$ cat config.mk
export PLATFORM = sky130hd
export DESIGN_NAME = varredura_matriz_leds
export DESIGN_NICKNAME = d
export VERILOG_FILES = /design/src/rtl/varredura_matriz_leds_pkg.sv /design/src/rtl/varredura_matriz_leds_divisor_de_varredura.sv /design/src/rtl/varredura_matriz_leds.sv
export SDC_FILE = /design/constraint.sdc
export NUM_CORES = 1
export LEC_CHECK = 0
export ABC_AREA = 1
export CAP_MARGIN = 25
export CORE_MARGIN = 4
export CORE_UTILIZATION = 40
export CTS_BUF_LIST = sky130_fd_sc_hd__clkbuf_2
export DETAILED_ROUTE_END_ITERATION = 10
export REMOVE_ABC_BUFFERS = 1
export SYNTH_ARGS = -nofsm -noshare
export SYNTH_HDL_FRONTEND = slang
export SYNTH_SLANG_ARGS = --single-unit
$ cat constraint.sdc
create_clock -name clock -period 1.7 [get_ports clock]
set_input_delay 0.51 -clock clock [delete_from_list [all_inputs] [get_ports clock]]
set_output_delay 0.51 -clock clock [all_outputs]
set_load 0.01 [all_outputs]
$ cat src/rtl/varredura_matriz_leds_pkg.sv
// varredura_matriz_leds_pkg: shared sizes, column-index type and column-drive helpers
package varredura_matriz_leds_pkg;
    localparam int NUM_COL = 5;
    localparam int NUM_LIN = 7;

    typedef logic [2:0] col_idx_t;

    // Column drive with every column switched off, for either polarity.
    function automatic logic [NUM_COL-1:0] colunas_off(input bit ativa_baixo);
        return ativa_baixo ? '1 : '0;
    endfunction

    // One-hot drive of a single column, for either polarity.
    function automatic logic [NUM_COL-1:0] coluna_ativa(input col_idx_t c, input bit ativa_baixo);
        logic [NUM_COL-1:0] oh;
        oh = NUM_COL'(1) << c;
        return ativa_baixo ? ~oh : oh;
    endfunction
endpackage

$ cat src/rtl/varredura_matriz_leds_divisor_de_varredura.sv
// divisor_de_varredura: column-slot prescaler
//   clock, reset_n : clock, asynchronous active-low reset
//   clr            : synchronous clear, holds the prescaler at 0
//   tick           : last cycle of the current column slot
//   em_blank       : slot is still inside its anti-ghosting blank window
module divisor_de_varredura #(
    parameter int DIV_SCAN = 50000,
    parameter int BLANK    = 64
) (
    input  logic clock,
    input  logic reset_n,
    input  logic clr,
    output logic tick,
    output logic em_blank
);
    localparam int PW = $clog2(DIV_SCAN);

    logic [PW-1:0] presc;

    assign tick     = presc == PW'(DIV_SCAN - 1);
    assign em_blank = presc < PW'(BLANK);

    always_ff @(posedge clock or negedge reset_n)
        if (!reset_n)
            presc <= '0;
        else
            presc <= (clr || tick) ? '0 : presc + 1'b1;
endmodule

$ cat src/rtl/varredura_matriz_leds.sv
// varredura_matriz_leds: multiplexed 5x7 LED scan of a per-frame snapshot of the hit map with blinking cursor
//   clock, reset_n           : clock, asynchronous active-low reset
//   enable                   : 1 runs the scan, 0 blanks the display and restarts it
//   matriz0..matriz4         : hit map, one 7-bit row word per column
//   coordColuna, coordLinha  : live cursor coordinate
//   colunas, linhas          : registered column select and row data
//   frame_pulso              : one-cycle pulse when a snapshot is loaded
module varredura_matriz_leds
    import varredura_matriz_leds_pkg::*;
#(
    parameter int DIV_SCAN        = 50000,
    parameter int BLANK           = 64,
    parameter int BLINK_FRAMES    = 100,
    parameter bit COL_ATIVA_BAIXO = 1'b1
) (
    input  logic               clock,
    input  logic               reset_n,
    input  logic               enable,
    input  logic [NUM_LIN-1:0] matriz0,
    input  logic [NUM_LIN-1:0] matriz1,
    input  logic [NUM_LIN-1:0] matriz2,
    input  logic [NUM_LIN-1:0] matriz3,
    input  logic [NUM_LIN-1:0] matriz4,
    input  logic [2:0]         coordColuna,
    input  logic [2:0]         coordLinha,
    output logic [NUM_COL-1:0] colunas,
    output logic [NUM_LIN-1:0] linhas,
    output logic               frame_pulso
);
    localparam int BW = $clog2(BLINK_FRAMES + 1);

    logic               tick, em_blank, fim_quadro, cursor, fim_blink;
    logic               fase, carregar;
    col_idx_t           col_idx;
    logic [BW-1:0]      blink;
    logic [NUM_LIN-1:0] matriz [NUM_COL];
    logic [NUM_LIN-1:0] snap   [NUM_COL];
    logic [NUM_COL-1:0] colunas_d;
    logic [NUM_LIN-1:0] linhas_d;

    assign matriz = '{matriz0, matriz1, matriz2, matriz3, matriz4};

    divisor_de_varredura #(.DIV_SCAN(DIV_SCAN), .BLANK(BLANK)) u_divisor (
        .clock    (clock),
        .reset_n  (reset_n),
        .clr      (!enable),
        .tick     (tick),
        .em_blank (em_blank)
    );

    // Cursor coordinates are live; out-of-range values simply never match.
    always_comb begin
        fim_quadro = tick && col_idx == col_idx_t'(NUM_COL - 1);
        fim_blink  = blink == BW'(BLINK_FRAMES - 1);
        cursor     = !fase && coordColuna <= 3'(NUM_COL - 1) && coordLinha <= 3'(NUM_LIN - 1)
                     && coordColuna == col_idx;
        colunas_d  = em_blank ? colunas_off(COL_ATIVA_BAIXO) : coluna_ativa(col_idx, COL_ATIVA_BAIXO);
        linhas_d   = em_blank ? '0 : snap[col_idx] ^ (cursor ? NUM_LIN'(1) << coordLinha : '0);
    end

    // The snapshot loads on the first cycle of a frame, inside the blank window,
    // so a column is never driven from a half-updated map.
    always_ff @(posedge clock or negedge reset_n)
        if (!reset_n) begin
            col_idx     <= '0;
            blink       <= '0;
            fase        <= 1'b0;
            carregar    <= 1'b1;
            frame_pulso <= 1'b0;
            snap        <= '{default: '0};
            colunas     <= colunas_off(COL_ATIVA_BAIXO);
            linhas      <= '0;
        end else if (!enable) begin
            col_idx     <= '0;
            blink       <= '0;
            fase        <= 1'b0;
            carregar    <= 1'b1;
            frame_pulso <= 1'b0;
            colunas     <= colunas_off(COL_ATIVA_BAIXO);
            linhas      <= '0;
        end else begin
            frame_pulso <= carregar;
            if (carregar) begin
                snap     <= matriz;
                carregar <= 1'b0;
            end
            if (tick)
                col_idx <= col_idx == col_idx_t'(NUM_COL - 1) ? '0 : col_idx + 1'b1;
            if (fim_quadro) begin
                carregar <= 1'b1;
                blink    <= fim_blink ? '0 : blink + 1'b1;
                if (fim_blink)
                    fase <= ~fase;
            end
            colunas <= colunas_d;
            linhas  <= linhas_d;
        end
endmodule

==> run_results.csv <==
group,metric,value,unit
critical_path,critPathTopFamily,"flip-flops",
critical_path,path_cells,"buf_6",
sta,finalHoldViolations,0,
synthesis,yosysSeqAreaShare,48.4,%
cts,clock_sinks,76,
floorplan,fp.dieArea,0.0115,mm^2
drt,met3_length,327,um
critical_path,timing.critical_path.required,1.19,ns
power_and_ir_drop,leakagePower,2.40,nW
run,maxCapViolations,0,
synthesis,synth_seq_cells,76,
synthesis,avgSynthCellArea,7.66,um^2
critical_path,critPathKind,"register to output port",
floorplan,core,0.00942,mm^2
critical_path,path_max_fanout,1,
synthesis,synth_area,0.00395,mm^2
floorplan,io_pins,57,
synthesis,synth-compound-area-share,1.59,%
critical_path,worst-path-buf-inv,1,
critical_path,critPathCaptureType,"output port",
final_layout,antennaDiodeCount,0,
global_routing,grt_use_total,16.6,%
cts,htree_levels,3,
floorplan,rows,35,
sta,finClkSkew,0.0333,ns
synthesis,syn_inst,515,
critical_path,arrival,1.18,ns
final_layout,layout_common_cells,"206 x nand2_1, 69 x dfrtp_1, 60 x nor2_1, 53 x nand3_1, 42 x clkdlybuf4s50_1",
cts,ctsRootBufferMaster,"clkbuf_2",
sta,slew_violations,0,
sta,fin_crit,1.69,ns
drt,top_layer_used,"met4",
sta,achievable-frequency,591,MHz
critical_path,cp_slowest_cell,"dfstp_2",
global_routing,overflow,0,
synthesis,yosysWarningCount,0,
drt,ant_nets,0,
cts,clkTransAtPathRegs,0.22,ns
cts,cts_tree,"done",
global_routing,grt_pass1_wl,15500,um
floorplan,die_height,107,um
place,hpwlAfterDp,6600,um
synthesis,synth_mux_area_share,0,%
critical_path,max_stage_delay,0.58,ns
sta,setup-violations-final,0,
drt,drtPass1Iterations,4,
synthesis,yosys.area_share.simple,39.0,%
final_layout,area_delta_synth_final,24.4,%
synthesis,ys_types,35,
status,status,"completed",
final_layout,layout.nets,648,
cts,clock_path_buffers,2,
drt,vias,3480,
power_and_ir_drop,power.density,778,mW/mm^2
drt,wl,9030,um
cts,clock_latency,0.51,ns
global_routing,grt_start_max_net_pins,38,
cts,numCtsBuffers,9,
sta,rsz0062_at_grt,"yes",
final_layout,fillers,951,
drt,wl_per_cell,12.3,um
floorplan,start_util,41.9,%
final_layout,layout_commonest_cell,"nand2_1",
floorplan,die_x,107,um
drt,routed_via_density,4.76,
synthesis,synth_top_family_by_area,"simple AND/OR/NAND/NOR gates",
synthesis,synthXorXnorAreaFrac,2.44,%
final_layout,post-route-util,52.1,%
drt,wl_met2,4020,um
hold_path,hold_path.class,"input port to async pin",
global_routing,antenna_found_initial,0,
drt,drc,0,
place,gp_congestion,0.872,
place,numPortBuffers,56,
synthesis,synth_adder_area_share,2.22,%
global_routing,grt_pass1_vias,3319,
critical_path,start_kind,"register",
drt,wl_met1,4570,um
sta,slew_headroom,66.9,%
sta,post-route-period-util,99.5,%
final_layout,drive_gt1_share,14.5,%
drt,dr.first_iter.drc_count,171,
sta,tightest_slew,0.497,ns
power_and_ir_drop,peakVddDrop,0.336,mV
sta,tns,0,ns
cells in the mapped netlist, drive strengths merged:
cell type  instances  area [um^2]
buf               16          111
a21oi              3         18.8
nand4             12         75.1
o21ai              8         43.8
dfrtp             70         1750
xor2              10         87.6
dfstp              6          158
nor3b              2         15.0
clkinv             3         11.3
and2               6         37.5
xnor2              1         8.76
nor3               8         40.0
nand3             54          275
nand2            211          810
ha                 7         87.6
nor2              65          272
nand3b             1         7.51
and3               1         7.51
inv               30          115
clkbuf             1         13.8
timing repair:
item,in CTS,in global routing
pin swaps,0,1
hold endpoints to repair,28,0
setup buffers,0,5
hold buffers,1,0
resized for setup,41,12
setup endpoints to repair,13,32
flip-flops by register name, indices dropped and copies added, names as in the netlist:
signal           cells
snap                35
u_divisor.presc     16
blink                7
linhas               7
colunas              5
col_idx              3
carregar             1
fase                 1
frame_pulso          1
per-stage QoR:
step,hold slack [ns],total power [mW],instances,worst slack (ns),cell area [um^2]
finish,0.480,3.82,731,0.00805,4910
CTS,0.459,3.85,726,-0.0246,4880
global route,0.446,4.08,731,-0.0654,4910
floorplan,0.214,2.47,498,-0.150,3820
global placement,0.443,2.83,709,-0.146,4750
detailed placement,0.456,2.85,709,-0.210,4750
final timing paths:
check	slack, ns	start	depth (start not counted)	end
max	0.008	colunas[2]	1	colunas[2]
max reg2reg	0.14	col_idx[0]	6	col_idx[2]
max in group asynchronous	0.67	reset_n	3	snap[18]
min in group clock	0.50	matriz3[0]	3	snap[7]
min	0.48	reset_n	2	linhas[1]
min reg2reg	0.51	snap[5]	2	snap[5]
cell families (layout without fill, tap and decap cells):
family,Yosys count,in the layout
xor+xnor,11,11
fa+ha+maj,7,7
flops,76,76
buf+inv,50,137
compound gates,11,11
simple gates,360,360
cell type report:
type	instances	area (um^2)	area share, %
clock buffer	10	50.0	1.02
clock inverter	6	65.1	1.33
inverter	33	126	2.58
multi-input combinational	389	1800	36.6
sequential	76	1910	38.9
tap	129	161	3.29
timing repair buffer	88	796	16.2
layer usage:
layer / vias to the layer above / track usage [%]
met1: 1625 / 24.3
met5: - / 0
met3: 9 / 2.94
met2: 66 / 24.8
li1: 1780 / -
met4: 0 / 5.48
power by group:
group / switching, mW / internal, mW / total (mW) / leakage, nW
sequential: 0.0916 / 1.94 / 2.04 / 0.974
combinational: 0.445 / 0.351 / 0.796 / 1.35
clock: 0.643 / 0.346 / 0.989 / 0.0719
total: 1.18 / 2.64 / 3.82 / 2.40
No activity file was read; power rests on OpenSTA's default activity.
